--- src/rtl/robot_pkg.sv ---
// rtl/robot_pkg.sv - shared state encoding, direction constants and width helper
package robot_pkg;

  typedef enum logic [2:0] {
    IDLE    = 3'd0,
    DRIVE   = 3'd1,
    BRAKE   = 3'd2,
    REVERSE = 3'd3,
    TURN    = 3'd4,
    FAULT   = 3'd5
  } stateT;

  localparam logic DIR_FWD = 1'b1;
  localparam logic DIR_REV = 1'b0;

  function automatic int maxOf(input int a, input int b);
    return (a > b) ? a : b;
  endfunction

endpackage

--- src/rtl/pwm_channel.sv ---
// rtl/pwm_channel.sv - one motor output stage: duty/dir latched at counter wrap
module pwm_channel #(
  parameter int CW = 10
) (
  input  logic          clk,
  input  logic          rst_n,
  input  logic          wrap,
  input  logic          forceOff,
  input  logic [CW-1:0] counter,
  input  logic [CW-1:0] targetDuty,
  input  logic          targetDir,
  output logic          pwm,
  output logic          dir
);

  logic [CW-1:0] dutyLatched;

  // forceOff kills the pulse right away; dir only ever moves at a period boundary
  always_ff @(posedge clk) begin
    if (!rst_n) begin
      dutyLatched <= '0;
      dir         <= 1'b0;
    end else begin
      if (forceOff)  dutyLatched <= '0;
      else if (wrap) dutyLatched <= targetDuty;
      if (wrap)      dir         <= targetDir;
    end
  end

  assign pwm = (counter < dutyLatched);

endmodule

--- src/rtl/obstacle_avoid_ctrl.sv ---
// rtl/obstacle_avoid_ctrl.sv - crash-flag conditioning and rover avoidance FSM
module obstacle_avoid_ctrl
  import robot_pkg::*;
#(
  parameter int PWM_PERIOD   = 1000,
  parameter int DUTY_FWD     = 700,
  parameter int DUTY_REV     = 500,
  parameter int DUTY_TURN    = 600,
  parameter int DEBOUNCE_CYC = 16,
  parameter int BRAKE_CYC    = 50000,
  parameter int REVERSE_CYC  = 2000000,
  parameter int TURN_CYC     = 1500000,
  parameter int MAX_RETRY    = 3
) (
  input  logic       clk,
  input  logic       rst_n,
  input  logic       enable,
  input  logic       is_crash,
  output logic       left_pwm,
  output logic       left_dir,
  output logic       right_pwm,
  output logic       right_dir,
  output logic [2:0] state,
  output logic       fault
);

  localparam int CW  = $clog2(maxOf(PWM_PERIOD, maxOf(DUTY_FWD, maxOf(DUTY_REV, DUTY_TURN))) + 1);
  localparam int TW  = $clog2(maxOf(BRAKE_CYC, maxOf(REVERSE_CYC, TURN_CYC)) + 1);
  localparam int DBW = $clog2(DEBOUNCE_CYC + 1);
  localparam int RW  = $clog2(MAX_RETRY + 1);

  logic           syncA, syncB, crashDb;
  logic [DBW-1:0] dbCnt;

  always_ff @(posedge clk) begin
    if (!rst_n) begin
      syncA   <= 1'b0;
      syncB   <= 1'b0;
      crashDb <= 1'b0;
      dbCnt   <= '0;
    end else begin
      syncA <= is_crash;
      syncB <= syncA;
      if (syncB == crashDb) begin
        dbCnt <= '0;
      end else if (dbCnt == DBW'(DEBOUNCE_CYC - 1)) begin
        crashDb <= syncB;
        dbCnt   <= '0;
      end else begin
        dbCnt <= dbCnt + 1'b1;
      end
    end
  end

  stateT         curState, nextState;
  logic [TW-1:0] timer;
  logic [RW-1:0] retry, nextRetry;

  always_comb begin
    nextState = curState;
    nextRetry = retry;
    if (!enable) begin
      nextState = IDLE;
      nextRetry = '0;
    end else begin
      case (curState)
        IDLE: begin
          nextState = DRIVE;
          nextRetry = '0;
        end
        DRIVE:   if (crashDb) nextState = BRAKE;
        BRAKE:   if (timer == TW'(BRAKE_CYC - 1)) nextState = REVERSE;
        REVERSE: if (timer == TW'(REVERSE_CYC - 1)) nextState = TURN;
        TURN: begin
          if (timer == TW'(TURN_CYC - 1)) begin
            if (!crashDb) begin
              nextState = DRIVE;
              nextRetry = '0;
            end else if (retry < RW'(MAX_RETRY - 1)) begin
              nextState = BRAKE;
              nextRetry = retry + 1'b1;
            end else begin
              nextState = FAULT;
            end
          end
        end
        FAULT:   nextState = FAULT;
        default: nextState = IDLE;
      endcase
    end
  end

  always_ff @(posedge clk) begin
    if (!rst_n) begin
      curState <= IDLE;
      retry    <= '0;
      timer    <= '0;
    end else begin
      curState <= nextState;
      retry    <= nextRetry;
      timer    <= (nextState != curState) ? '0 : timer + 1'b1;
    end
  end

  // Targets follow the state being entered so a wrap on the transition edge already loads it
  logic [CW-1:0] targetDuty;
  logic          leftTargetDir, rightTargetDir, forceOff;

  always_comb begin
    targetDuty     = '0;
    leftTargetDir  = left_dir;
    rightTargetDir = right_dir;
    case (nextState)
      IDLE: begin
        leftTargetDir  = 1'b0;
        rightTargetDir = 1'b0;
      end
      DRIVE: begin
        targetDuty     = CW'(DUTY_FWD);
        leftTargetDir  = DIR_FWD;
        rightTargetDir = DIR_FWD;
      end
      REVERSE: begin
        targetDuty     = CW'(DUTY_REV);
        leftTargetDir  = DIR_REV;
        rightTargetDir = DIR_REV;
      end
      TURN: begin
        targetDuty     = CW'(DUTY_TURN);
        leftTargetDir  = DIR_FWD;
        rightTargetDir = DIR_REV;
      end
      default: targetDuty = '0;
    endcase
  end

  assign forceOff = (nextState == IDLE) || (nextState == BRAKE) || (nextState == FAULT);

  logic [CW-1:0] pwmCnt;
  logic          wrap;

  assign wrap = (pwmCnt == CW'(PWM_PERIOD - 1));

  always_ff @(posedge clk) begin
    if (!rst_n) pwmCnt <= '0;
    else        pwmCnt <= wrap ? '0 : pwmCnt + 1'b1;
  end

  pwm_channel #(.CW(CW)) leftChan (
    .clk        (clk),
    .rst_n      (rst_n),
    .wrap       (wrap),
    .forceOff   (forceOff),
    .counter    (pwmCnt),
    .targetDuty (targetDuty),
    .targetDir  (leftTargetDir),
    .pwm        (left_pwm),
    .dir        (left_dir)
  );

  pwm_channel #(.CW(CW)) rightChan (
    .clk        (clk),
    .rst_n      (rst_n),
    .wrap       (wrap),
    .forceOff   (forceOff),
    .counter    (pwmCnt),
    .targetDuty (targetDuty),
    .targetDir  (rightTargetDir),
    .pwm        (right_pwm),
    .dir        (right_dir)
  );

  assign state = curState;
  assign fault = (curState == FAULT);

endmodule
--- config.mk ---
export PLATFORM = sky130hd
export DESIGN_NAME = obstacle_avoid_ctrl
export DESIGN_NICKNAME = d
export VERILOG_FILES = /design/src/rtl/robot_pkg.sv /design/src/rtl/pwm_channel.sv /design/src/rtl/obstacle_avoid_ctrl.sv
export SDC_FILE = /design/constraint.sdc
export NUM_CORES = 1
export LEC_CHECK = 0
export CORE_AREA = 2 2 73 75
export DETAILED_ROUTE_END_ITERATION = 10
export DIE_AREA = 0 0 75 77
export MAX_ROUTING_LAYER = met4
export PLACE_DENSITY = 0.77
export SLEW_MARGIN = 10
export SYNTH_ARGS = -nofsm -noshare
export SYNTH_HDL_FRONTEND = slang
export SYNTH_SLANG_ARGS = --single-unit
--- constraint.sdc ---
create_clock -name clk -period 2.4 [get_ports clk]
set_input_delay 0.48 -clock clk [delete_from_list [all_inputs] [get_ports clk]]
set_output_delay 0.48 -clock clk [all_outputs]
set_load 0.01 [all_outputs]
After elaboration in Yosys (flattened, before gate mapping)
Cells that the tools add are included.
{"block": "word_totals", "register_bits": 56, "wordCells": 72}
{"block": "op_classes", "n_mux": 15, "bitwise": 2, "n_reduce_logical": 19, "magnitude_cmp": 2, "addsub": 4, "n_eq_ne": 19}
{"operator": "== test 21 bit (second input constant)", "count": 2}
{"operator": "one-hot mux 10 bit (3 select lines)", "count": 1}
{"operator": "adder 21 x 1 -> 21 bit (second input constant)", "count": 1}
{"operator": "== test 21 x 16 -> 1 bit (second input constant)", "count": 1}
{"operator": "2-to-1 mux 3 bit", "count": 7}
{"operator": "one-hot mux 3 bit (6 select lines)", "count": 1}
{"operator": "== test 3 x 2 -> 1 bit (second input constant)", "count": 4}
{"operator": "== test 3 bit (second input constant)", "count": 4}
{"operator": "adder 10 x 1 -> 10 bit (second input constant)", "count": 1}
{"operator": "== test 10 bit (second input constant)", "count": 1}
{"operator": "less-than comparator 10 bit", "count": 1}
{"operator": "OR reduction 2 bit", "count": 5}
{"operator": "AND reduction 2 bit", "count": 4}
{"operator": "== test 3 x 1 -> 1 bit (second input constant)", "count": 2}
{"operator": "zero test 3 bit", "count": 2}
{"operator": "2-to-1 mux 2 bit", "count": 3}
{"operator": "nonzero test 2 bit", "count": 3}
{"operator": "OR reduction 3 bit", "count": 2}
{"operator": "adder 5 x 1 -> 5 bit (second input constant)", "count": 1}
{"operator": "== test 5 x 4 -> 1 bit (second input constant)", "count": 1}
{"operator": "one-hot mux 1 bit (2 select lines)", "count": 2}
{"operator": "one-hot mux 2 bit (2 select lines)", "count": 1}
{"operator": "!= test 3 bit", "count": 1}
{"operator": "!= test 3 bit (second input constant)", "count": 1}
{"operator": "7 further kinds", "count": 9}

Longest topological paths before layout
Gate-level depths: netlist of the first run.
{"block": "logic_depth", "ltp_word": 10, "ltp_mapped": 9, "ltp_nobuf": 8}

Cells and area by module
From an unflattened synthesis of the first run, not the netlist that was laid out.
{"block": "hier_totals", "hier_cells": 413, "area_unflattened_um2": 3746.1}
{"mod": "obstacle_avoid_ctrl", "area_each_um2": 2507.4, "seq_area_each_um2": 880.8, "instances": 1, "cells_per_inst": 277}
{"mod": "pwm_channel", "area_each_um2": 619.3, "seq_area_each_um2": 220.2, "instances": 2, "cells_per_inst": 68}

Worst setup path before layout of the first run
OpenSTA, ideal clock, no wires.
{"block": "synth_timing", "path_kind": "reg-to-reg", "startpoint": "register timer[8]", "endpoint": "register timer[4]", "arrival_ps": 2466, "path_stages_with_launch": 10, "period_less_slack_ps": 2529, "setup_slack_ps": -129, "setup_time_ps": 63, "cell_sequence": "dfxtp_1 -> buf_6 -> or4b_1 -> or4_4 -> a211o_1 -> a31oi_4 -> xor2_2 -> nand4_2 -> buf_6 -> nor2_2"}
{"block": "synth_between", "elab_chain_len": 6}
{"item": "from (decl)", "line": "obstacle_avoid_ctrl.sv:56", "text": "logic [TW-1:0] timer;"}
{"item": "from (signal assigned)", "line": "obstacle_avoid_ctrl.sv:101", "text": "timer <= (nextState != curState) ? '0 : timer + 1'b1;"}
{"item": "== test 21 bit, or another cell as far along", "line": "obstacle_avoid_ctrl.sv:75", "text": "if (timer == TW'(TURN_CYC - 1)) begin"}
{"item": "2-to-1 mux 3 bit (on tied branches)", "line": "obstacle_avoid_ctrl.sv:75, obstacle_avoid_ctrl.sv:72, obstacle_avoid_ctrl.sv:73"}
{"item": "one-hot mux 3 bit (6 select lines) (*)", "line": "obstacle_avoid_ctrl.sv:66", "text": "case (curState)"}
{"item": "2-to-1 mux 3 bit (*)", "line": "obstacle_avoid_ctrl.sv:62", "text": "if (!enable) begin"}
{"item": "!= test 3 bit (*)", "line": "obstacle_avoid_ctrl.sv:101"}
{"item": "OR reduction 2 bit (no line) (*)"}
Every way passes the cells marked *; elsewhere a longest branch is shown, timed or not.
A chain may end at the register's enable or synchronous reset.

Worst setup path after layout of the first run
{"block": "layout_timing", "startpoint": "register timer[13]", "endpoint": "register timer[13]"}
{"block": "layout_between", "elab_chain_len": 6}
{"item": "== test 21 bit, or another cell as far along", "line": "obstacle_avoid_ctrl.sv:75"}
{"item": "2-to-1 mux 3 bit (on tied branches)", "line": "obstacle_avoid_ctrl.sv:75, obstacle_avoid_ctrl.sv:72, obstacle_avoid_ctrl.sv:73"}
{"item": "one-hot mux 3 bit (6 select lines)", "line": "obstacle_avoid_ctrl.sv:66"}
{"item": "2-to-1 mux 3 bit", "line": "obstacle_avoid_ctrl.sv:62"}
{"item": "!= test 3 bit", "line": "obstacle_avoid_ctrl.sv:101"}
{"item": "OR reduction 2 bit (no line)"}
Several ways; a longest one is shown, not always the timed one.

==> results of run 1 <==
stage by stage:
stage	instances	utilization, %	hold WS, ps
after floorplan	301	-	412
after global routing	422	67.7	476
after CTS	420	65.6	453
after global placement	406	60.7	428
after detailed placement	406	60.7	432
final	422	67.7	446
power groups by stage:
stage / Sequential, W / Combinational, W / Clock, W
CTS: 0.000863 / 0.000102 / 0.000709
global placement: 0.000882 / 0.0000788 / 0
global route: 0.000864 / 0.000124 / 0.000746
finish: 0.000863 / 0.000114 / 0.000700
floorplan: 0.000881 / 0.0000546 / 0
detailed placement: 0.000882 / 0.0000814 / 0
layer usage:
metal	share of wire (%)	routed length [µm]	vias up
met5	0	0	-
met3	2.8	160	7
li1	-	-	1131
met4	1.2	68	0
met1	42	2400	1059
met2	54	3100	29
cell families after synthesis:
group,count (synthesis),synth area share [%]
AOI/OAI and AO/OA,33,8.65
xor gates and xnor gates,32,10.9
adders and majority gates,11,5.23
buffers and inverters,21,4.18
DFF,51,38.8
muxes,2,0.760
and+or+nand+nor,151,31.5
worst register-to-register path, stage by stage, from the launching register on:
cell	delay [ps]
sky130_fd_sc_hd__dfxtp_2	330
sky130_fd_sc_hd__or4b_1	530
sky130_fd_sc_hd__or4_4	430
sky130_fd_sc_hd__a211o_1	310
sky130_fd_sc_hd__a31oi_4	190
sky130_fd_sc_hd__xor2_2	160
sky130_fd_sc_hd__nand4_2	140
sky130_fd_sc_hd__buf_4	180
sky130_fd_sc_hd__buf_12	140
sky130_fd_sc_hd__nor2_2	100
synthesized netlist by cell type (2+ instances only):
cell type,number
sky130_fd_sc_hd__and3_1,5
sky130_fd_sc_hd__or4bb_1,2
sky130_fd_sc_hd__mux2i_1,2
sky130_fd_sc_hd__or3_1,3
sky130_fd_sc_hd__ha_1,11
sky130_fd_sc_hd__a21o_1,3
sky130_fd_sc_hd__a211o_1,2
sky130_fd_sc_hd__a31oi_1,3
sky130_fd_sc_hd__dfxtp_1,51
sky130_fd_sc_hd__buf_6,3
sky130_fd_sc_hd__nor2b_1,3
sky130_fd_sc_hd__nor2_2,20
sky130_fd_sc_hd__xor2_1,16
sky130_fd_sc_hd__clkbuf_1,2
sky130_fd_sc_hd__o21ai_1,2
sky130_fd_sc_hd__nor4_1,2
sky130_fd_sc_hd__o31ai_1,2
sky130_fd_sc_hd__xnor2_1,15
sky130_fd_sc_hd__buf_4,2
sky130_fd_sc_hd__inv_1,13
sky130_fd_sc_hd__a21oi_1,10
sky130_fd_sc_hd__or4b_1,3
sky130_fd_sc_hd__nand3b_1,2
sky130_fd_sc_hd__o21ai_0,3
sky130_fd_sc_hd__nand2b_1,6
sky130_fd_sc_hd__o31a_1,2
sky130_fd_sc_hd__a211oi_1,4
sky130_fd_sc_hd__nand4_1,7
sky130_fd_sc_hd__nand2_1,24
sky130_fd_sc_hd__nor2_1,37
sky130_fd_sc_hd__and2_1,3
sky130_fd_sc_hd__nand3_1,13
sky130_fd_sc_hd__nor3_1,9
placed cells by master (no fill, tap or decap), drive strengths merged, types with 4 or more instances in the layout:
cell type,instances
nor3,9
xnor2,15
nand2,24
o21ai,5
xor2,17
and2,4
ha,11
and3,5
buf,41
dfxtp,51
inv,13
clkdlybuf4s50,9
nand4,8
a21oi,10
a31oi,4
a211oi,4
nand3,13
nor2,57
clkbuf,7
nand2b,6
worst max path at each step:
stage | start | end | slack (ps) | cells past startpoint
2_1_floorplan | timer[8]$_SDFF_PP0_ | timer[4]$_SDFF_PP0_ | -40 | 9
3_3_place_gp | timer[16]$_SDFF_PP0_ | rightChan.dutyLatched[3]$_SDFFE_PP0P_ | -70 | 8
3_5_place_dp | timer[13]$_SDFF_PP0_ | rightChan.dutyLatched[6]$_SDFFE_PP0P_ | -120 | 8
4_1_cts | timer[13]$_SDFF_PP0_ | timer[14]$_SDFF_PP0_ | -90 | 9
5_1_grt | timer[13]$_SDFF_PP0_ | timer[19]$_SDFF_PP0_ | -240 | 9
6_report | timer[13]$_SDFF_PP0_ | timer[13]$_SDFF_PP0_ | -160 | 9
flip-flops by register name (all words and copies together), names as in the netlist:
register,flops
crashDb,1
dbCnt,5
leftChan.dir,1
pwmCnt,10
retry,2
rightChan.dir,1
rightChan.dutyLatched,5
state,3
syncA,1
syncB,1
timer,21
repair_timing:
action / 4_1_cts / 5_1_grt
hold buffers: 0 / 0
hold endpoints to repair: 0 / 0
setup buffers: 5 / 3
pin swaps: 6 / 19
cloned: 1 / 1
setup endpoints to repair: 30 / 32
gates resized for setup: 23 / 24
area by class of cell:
type | count | share of cell area (%)
Multi-Input combinational cell | 229 | 48.3
Sequential cell | 51 | 30.4
Tap cell | 70 | 2.60
Clock inverter | 2 | 1.78
Clock buffer | 6 | 2.15
Inverter | 13 | 1.45
Timing Repair Buffer | 51 | 13.3
==> results.json, run 1 <==
{
  "run_status": "finished with violations",
  "violations": "setup timing",
  "holdCritPathClass": "reg2reg",
  "tritoncts.num_buffers": 5,
  "terminating_pin_of_the_worst_hold_path": "syncB$_SDFF_PN0_",
  "worstPathCellList": "or4b_1 > or4_4 > a211o_1 > a31oi_4 > xor2_2 > nand4_2 > buf_4 > buf_12 > nor2_2",
  "reg2reg_setup_slack_ps": -160,
  "sw_frac_of_total_pct": 20.9,
  "share_of_layout_cells_above_drive_strength_1_pct": 26.4,
  "dp_wirelength_um": 3840,
  "number_of_buffers_on_the_longest_clock_path": 2,
  "wire_length_of_the_first_global_routing_pass_um": 9580,
  "dieWidth_um": 75,
  "num-nets-final": 366,
  "busiest_layer": "met2",
  "worst_pin_slew_ps": 468,
  "n_antenna_cell": 0,
  "fin_crit_sh_pct": 106,
  "worstPathArrival_ps": 2810,
  "route.final.wire_length_um": 5730,
  "io_buffers": 11,
  "area_growth_syn_to_layout_pct": 27.9,
  "finalWorstPathRequiredPeriod_ps": 2560,
  "critPathTopFamily": "simple AND/OR/NAND/NOR gates",
  "detailroute.via_count": 2226,
  "final_report_max_slew_violation_count": 0,
  "power.leakage_nw": 1.23,
  "drtIter0Drc": 101,
  "start_util_pct": 52.9,
  "synth.top_cells.by_area": "sky130_fd_sc_hd__dfxtp_1 39%, sky130_fd_sc_hd__xor2_1 5.3%, sky130_fd_sc_hd__nor2_1 5.3%",
  "setup_repair_after_global_routing_missed_its_margin": "true",
  "cts_root_buf": "sky130_fd_sc_hd__clkbuf_8",
  "synthDistinctLibCells": 49,
  "timing.setup.critical_path_class": "reg2reg",
  "place.gp.congestion": 0.775,
  "cts_num_sinks": 51,
  "grt_antenna_before_repair": 0,
  "placementRows": 26,
  "clk_transition_reported_paths_ps": 90,
  "die_h_um": 77,
  "synth_seq_area_share_pct": 38.8,
  "slew-limit-headroom_pct": 68.6,
  "finish.instance_area_um2": 3370,
  "yosys_most_used_dff": "sky130_fd_sc_hd__dfxtp_1",
  "post_drt_via_cell_ratio": 5.27,
  "clk_latency_ps": 310,
  "number_of_global_route_vias_before_repair": 2210,
  "critPathBufInv": 2,
  "htree_levels": 2,
  "setup_viol": 28,
  "seq_area_um2": 1030,
  "post_synth.cell_area_avg_um2": 8.75,
  "total_routing_usage_reported_by_global_routing_pct": 21.7,
  "r2r_end": "timer[13]$_SDFF_PP0_",
  "count_of_endpoints_failing_hold_in_the_final_timing_report": 0,
  "synth-async-reset-ratio_pct": 0,
  "synth_warnings": 0,
  "synth-edff-count": 0,
  "cts_tree": "built",
  "placement.cell_area_um2": 3020,
  "timing.critical_path.from_type": "flip-flop",
  "switching_power_w": 0.000351,
  "p_int_w": 0.00133,
  "post-synth-top-area-fraction_pct": 38.8,
  "power_per_cell_area_nw_per_um2": 498,
  "grt_max_degree": 16,
  "sequentialPowerShare_pct": 51.4,
  "timing.final.ws_setup_ps": -155,
  "area_used_by_multi_input_combinational_logic_um2": 1630,
  "comb_power_share_pct": 6.8,
  "synth_top_area_cell": "sky130_fd_sc_hd__dfxtp_1",
  "use_met3_pct": 4.34,
  "ys_seq_elements": 51,
  "groute.layer.met1.usage_pct": 25.6,
  "cp_slowest_cell": "sky130_fd_sc_hd__or4b_1",
  "vdd_ir_drop_max_mv": 0.326,
  "met2_usage_pct": 36.7,
  "detail-route-antenna-nets": 0,
  "top_ports": 12,
  "drv.max_cap_violation_count": 0,
  "dr.pass1.iters": 4,
  "fin_worst_skew_ps": 10.5,
  "dp_slack_ps": -119,
  "power.total_w": 0.00168,
  "holdCritStartpoint": "syncA$_SDFF_PN0_",
  "synthesis.area_um2": 2630,
  "drc_errors": 0,
  "worst-endpoint-required_ps": 2650,
  "globalRouteOverflowTotal": 0,
  "fp.dieArea_um2": 5780,
  "highest_clock_rate_mhz": 391,
  "finalSetupTns_ps": -3480,
  "rr_worst_depth": 9,
  "core_area_um2": 4980,
  "critical_path.max_fanout": 10,
  "synthesis.instances": 301,
  "timing.critical_path.slowest_cell_delay_ps": 530,
  "pwr-share-clk_pct": 41.7,
  "holdPathStages": 1,
  "fillerInstances": 403,
  "detail_route.wl_per_cell_um": 13.6,
  "worstReg2RegStart": "timer[13]$_SDFF_PP0_",
  "cp-end-kind": "flip-flop",
  "post_synth_net_total": 316
}
Note: power is estimated with default switching activity, not from simulation.
==> run 2: changes to the inputs <==
--- a/config.mk
+++ b/config.mk
@@ -5,11 +5,12 @@
 export SDC_FILE = /design/constraint.sdc
 export NUM_CORES = 1
 export LEC_CHECK = 0
-export CORE_AREA = 2 2 73 75
+export CORE_AREA = 2 2 85 87
 export DETAILED_ROUTE_END_ITERATION = 10
-export DIE_AREA = 0 0 75 77
+export DIE_AREA = 0 0 87 89
 export MAX_ROUTING_LAYER = met4
-export PLACE_DENSITY = 0.77
+export PLACE_DENSITY = 0.6
+export SETUP_SLACK_MARGIN = 0.1
 export SLEW_MARGIN = 10
 export SYNTH_ARGS = -nofsm -noshare
 export SYNTH_HDL_FRONTEND = slang
==> run 2 against run 1 <==
The run still ends with setup timing left. Non-clock buffer count is 3 higher. Maximum frequency is 4.1% higher. Register-to-register slack better by 100 ps. Utilization is 19 points lower. Flip-flop and latch count stayed put. Sequential power hardly changed. Critical endpoint is now rightChan.dutyLatched[6]$_SDFFE_PP0P_. Final cell count is 3.1% higher. First-iteration DRC count is 16% lower. Sequential share of layout area is 0.73 points higher. Count of clock-buffer cells in the layout stayed put. Worst setup slack better by 100 ps. Worst hold slack better by 10 ps.
==> results.json, run 2 (same netlist as run 1, synthesis figures left out) <==
{
  "run_status": "finished with violations",
  "violations": "setup timing",
  "rr_worst_depth": 9,
  "number_of_buffers_on_the_longest_clock_path": 2,
  "grt_antenna_before_repair": 0,
  "fin_util_pct": 48.9,
  "reg2reg_setup_slack_ps": -50,
  "wire_length_of_the_first_global_routing_pass_um": 9270,
  "terminating_pin_of_the_worst_hold_path": "dbCnt[0]$_SDFF_PP0_",
  "layout.cells.most_common": "sky130_fd_sc_hd__dfxtp_1",
  "die_h_um": 89,
  "worstReg2RegStart": "timer[13]$_SDFF_PP0_",
  "vdd_ir_drop_max_mv": 0.218,
  "timing.critical_path.from_type": "flip-flop",
  "cts_root_buf": "sky130_fd_sc_hd__clkbuf_8",
  "regMostFlops": "timer",
  "number_of_global_route_vias_before_repair": 2136,
  "drc_errors": 0,
  "tritoncts.num_buffers": 5,
  "cts_tree": "built",
  "globalRouteOverflowTotal": 0,
  "detailroute.via_count": 2172,
  "fillerInstances": 671,
  "detail_route.wl_per_cell_um": 12.1,
  "count_of_endpoints_failing_hold_in_the_final_timing_report": 0,
  "grt_max_degree": 22,
  "setup_repair_after_global_routing_missed_its_margin": "true",
  "power.total_w": 0.00148,
  "dp_wirelength_um": 3930,
  "top_ports": 12,
  "critPathTopFamily": "simple AND/OR/NAND/NOR gates",
  "placementRows": 30,
  "detail-route-antenna-nets": 0,
  "timing.setup.critical_path_class": "reg2reg",
  "largest_register_ff_count": 21,
  "dr.pass1.iters": 4,
  "core_area_um2": 6720,
  "route.final.wire_length_um": 5260,
  "critical_path.max_fanout": 6,
  "holdCritPathClass": "reg2reg",
  "n_antenna_cell": 0,
  "fp.dieArea_um2": 7740,
  "io_buffers": 11,
  "share_of_layout_cells_above_drive_strength_1_pct": 26.2,
  "worstPathCellList": "or4b_1 > or4_4 > a211o_1 > a31oi_4 > buf_6 > nor3_4 > buf_6 > o21ai_4 > a31oi_1",
  "final_report_max_slew_violation_count": 0,
  "total_routing_usage_reported_by_global_routing_pct": 15.5,
  "critPathBufInv": 2,
  "worstPathArrival_ps": 2660,
  "clk_transition_reported_paths_ps": 100,
  "place.gp.congestion": 0.823,
  "r2r_end": "rightChan.dutyLatched[6]$_SDFFE_PP0P_",
  "area_growth_syn_to_layout_pct": 24.8,
  "dieWidth_um": 87,
  "power_per_cell_area_nw_per_um2": 452,
  "num-nets-final": 369,
  "drv.max_cap_violation_count": 0,
  "timing.critical_path.mode_cell": "sky130_fd_sc_hd__buf_6",
  "power.leakage_nw": 1.19,
  "slew-limit-headroom_pct": 67.3,
  "mostFrequentLayoutCells": "48 x sky130_fd_sc_hd__dfxtp_1, 39 x sky130_fd_sc_hd__buf_4, 37 x sky130_fd_sc_hd__nor2_1",
  "place_inst": 423,
  "layout.cells.non_filler": 435,
  "cp_slowest_cell": "sky130_fd_sc_hd__or4b_1",
  "start_util_pct": 39.2,
  "clk_latency_ps": 310,
  "drtIter0Drc": 85,
  "holdCritStartpoint": "dbCnt[0]$_SDFF_PP0_",
  "cts_num_sinks": 51,
  "finalWorstPathRequiredPeriod_ps": 2450,
  "cp-end-kind": "flip-flop",
  "fin_worst_skew_ps": 8.17,
  "fin_crit_sh_pct": 102,
  "highest_clock_rate_mhz": 407,
  "htree_levels": 2,
  "timing.final.ws_setup_ps": -54.9,
  "top_regs": "timer: 21 flops, pwmCnt: 10 flops",
  "hold_slack_ps": 457,
  "setup_viol": 28,
  "post_drt_via_cell_ratio": 4.99,
  "worst-endpoint-required_ps": 2610,
  "timing.critical_path.slowest_cell_delay_ps": 510,
  "worst_pin_slew_ps": 487,
  "holdPathStages": 1
}
## run 2: worst register-to-register path, delay by kind of cell, from the launching register on
kind | cells | cell delay [ps]
AND/OR/NAND/NOR | 3 | 980
AO/OA/AOI/OAI | 4 | 780
flip-flops | 1 | 320
buffers and inverters | 2 | 270
## run 2: worst max-delay path by stage
stage / startpoint / cells past startpoint / to
final: timer[13]$_SDFF_PP0_ / 9 / rightChan.dutyLatched[6]$_SDFFE_PP0P_
after global routing: timer[13]$_SDFF_PP0_ / 8 / leftChan.dir$_SDFFE_PN0P_
after CTS: timer[13]$_SDFF_PP0_ / 8 / rightChan.dutyLatched[3]$_SDFFE_PP0P_
after detailed placement: timer[10]$_SDFF_PP0_ / 8 / rightChan.dutyLatched[6]$_SDFFE_PP0P_
after global placement: rightChan.dutyLatched[3]$_SDFFE_PP0P_ / 9 / left_pwm
after floorplan: timer[8]$_SDFF_PP0_ / 9 / timer[4]$_SDFF_PP0_
## run 2: power breakdown
group	internal [W]	switching, W	leakage [nW]	total, W
clock	0.000236	0.000291	0.0474	0.000527
combinational	0.0000465	0.0000505	0.733	0.0000970
sequential	0.000855	0.00000542	0.414	0.000861
total	0.00114	0.000347	1.19	0.00148
## run 2: layout make-up
class / instances / area [µm²] / area share (%)
Clock buffer: 6 / 82.6 / 2.51
Timing Repair Buffer: 54 / 447 / 13.6
Clock inverter: 2 / 16.3 / 0.495
Tap cell: 80 / 100 / 3.05
Inverter: 13 / 48.8 / 1.48
Sequential cell: 51 / 1020 / 31.2
Multi-Input combinational cell: 229 / 1570 / 47.7
## run 2: routing by layer
metal	up-vias	track usage [%]	routed length, µm
met1	1009	18.0	2480
met3	6	3.97	153
met2	22	26.0	2560
met5	-	-	0
met4	0	5.26	64
li1	1135	-	-
## run 2: repair_timing
action / in CTS / in global routing
setup buffers: 4 / 0
setup endpoints to repair: 30 / 32
cloned: 0 / 0
resized for setup: 20 / 9
pin swaps: 6 / 6
hold buffers: 0 / 0
## run 2: metrics by stage
step	worst slack, ps	TNS [ps]	area, µm²
2_1_floorplan	-37.5	-683	2640
3_3_place_gp	-66.2	-1480	3090
3_5_place_dp	-121	-2510	3090
4_1_cts	-82.1	-1660	3250
5_1_grt	-182	-4310	3290
6_report	-54.9	-968	3290
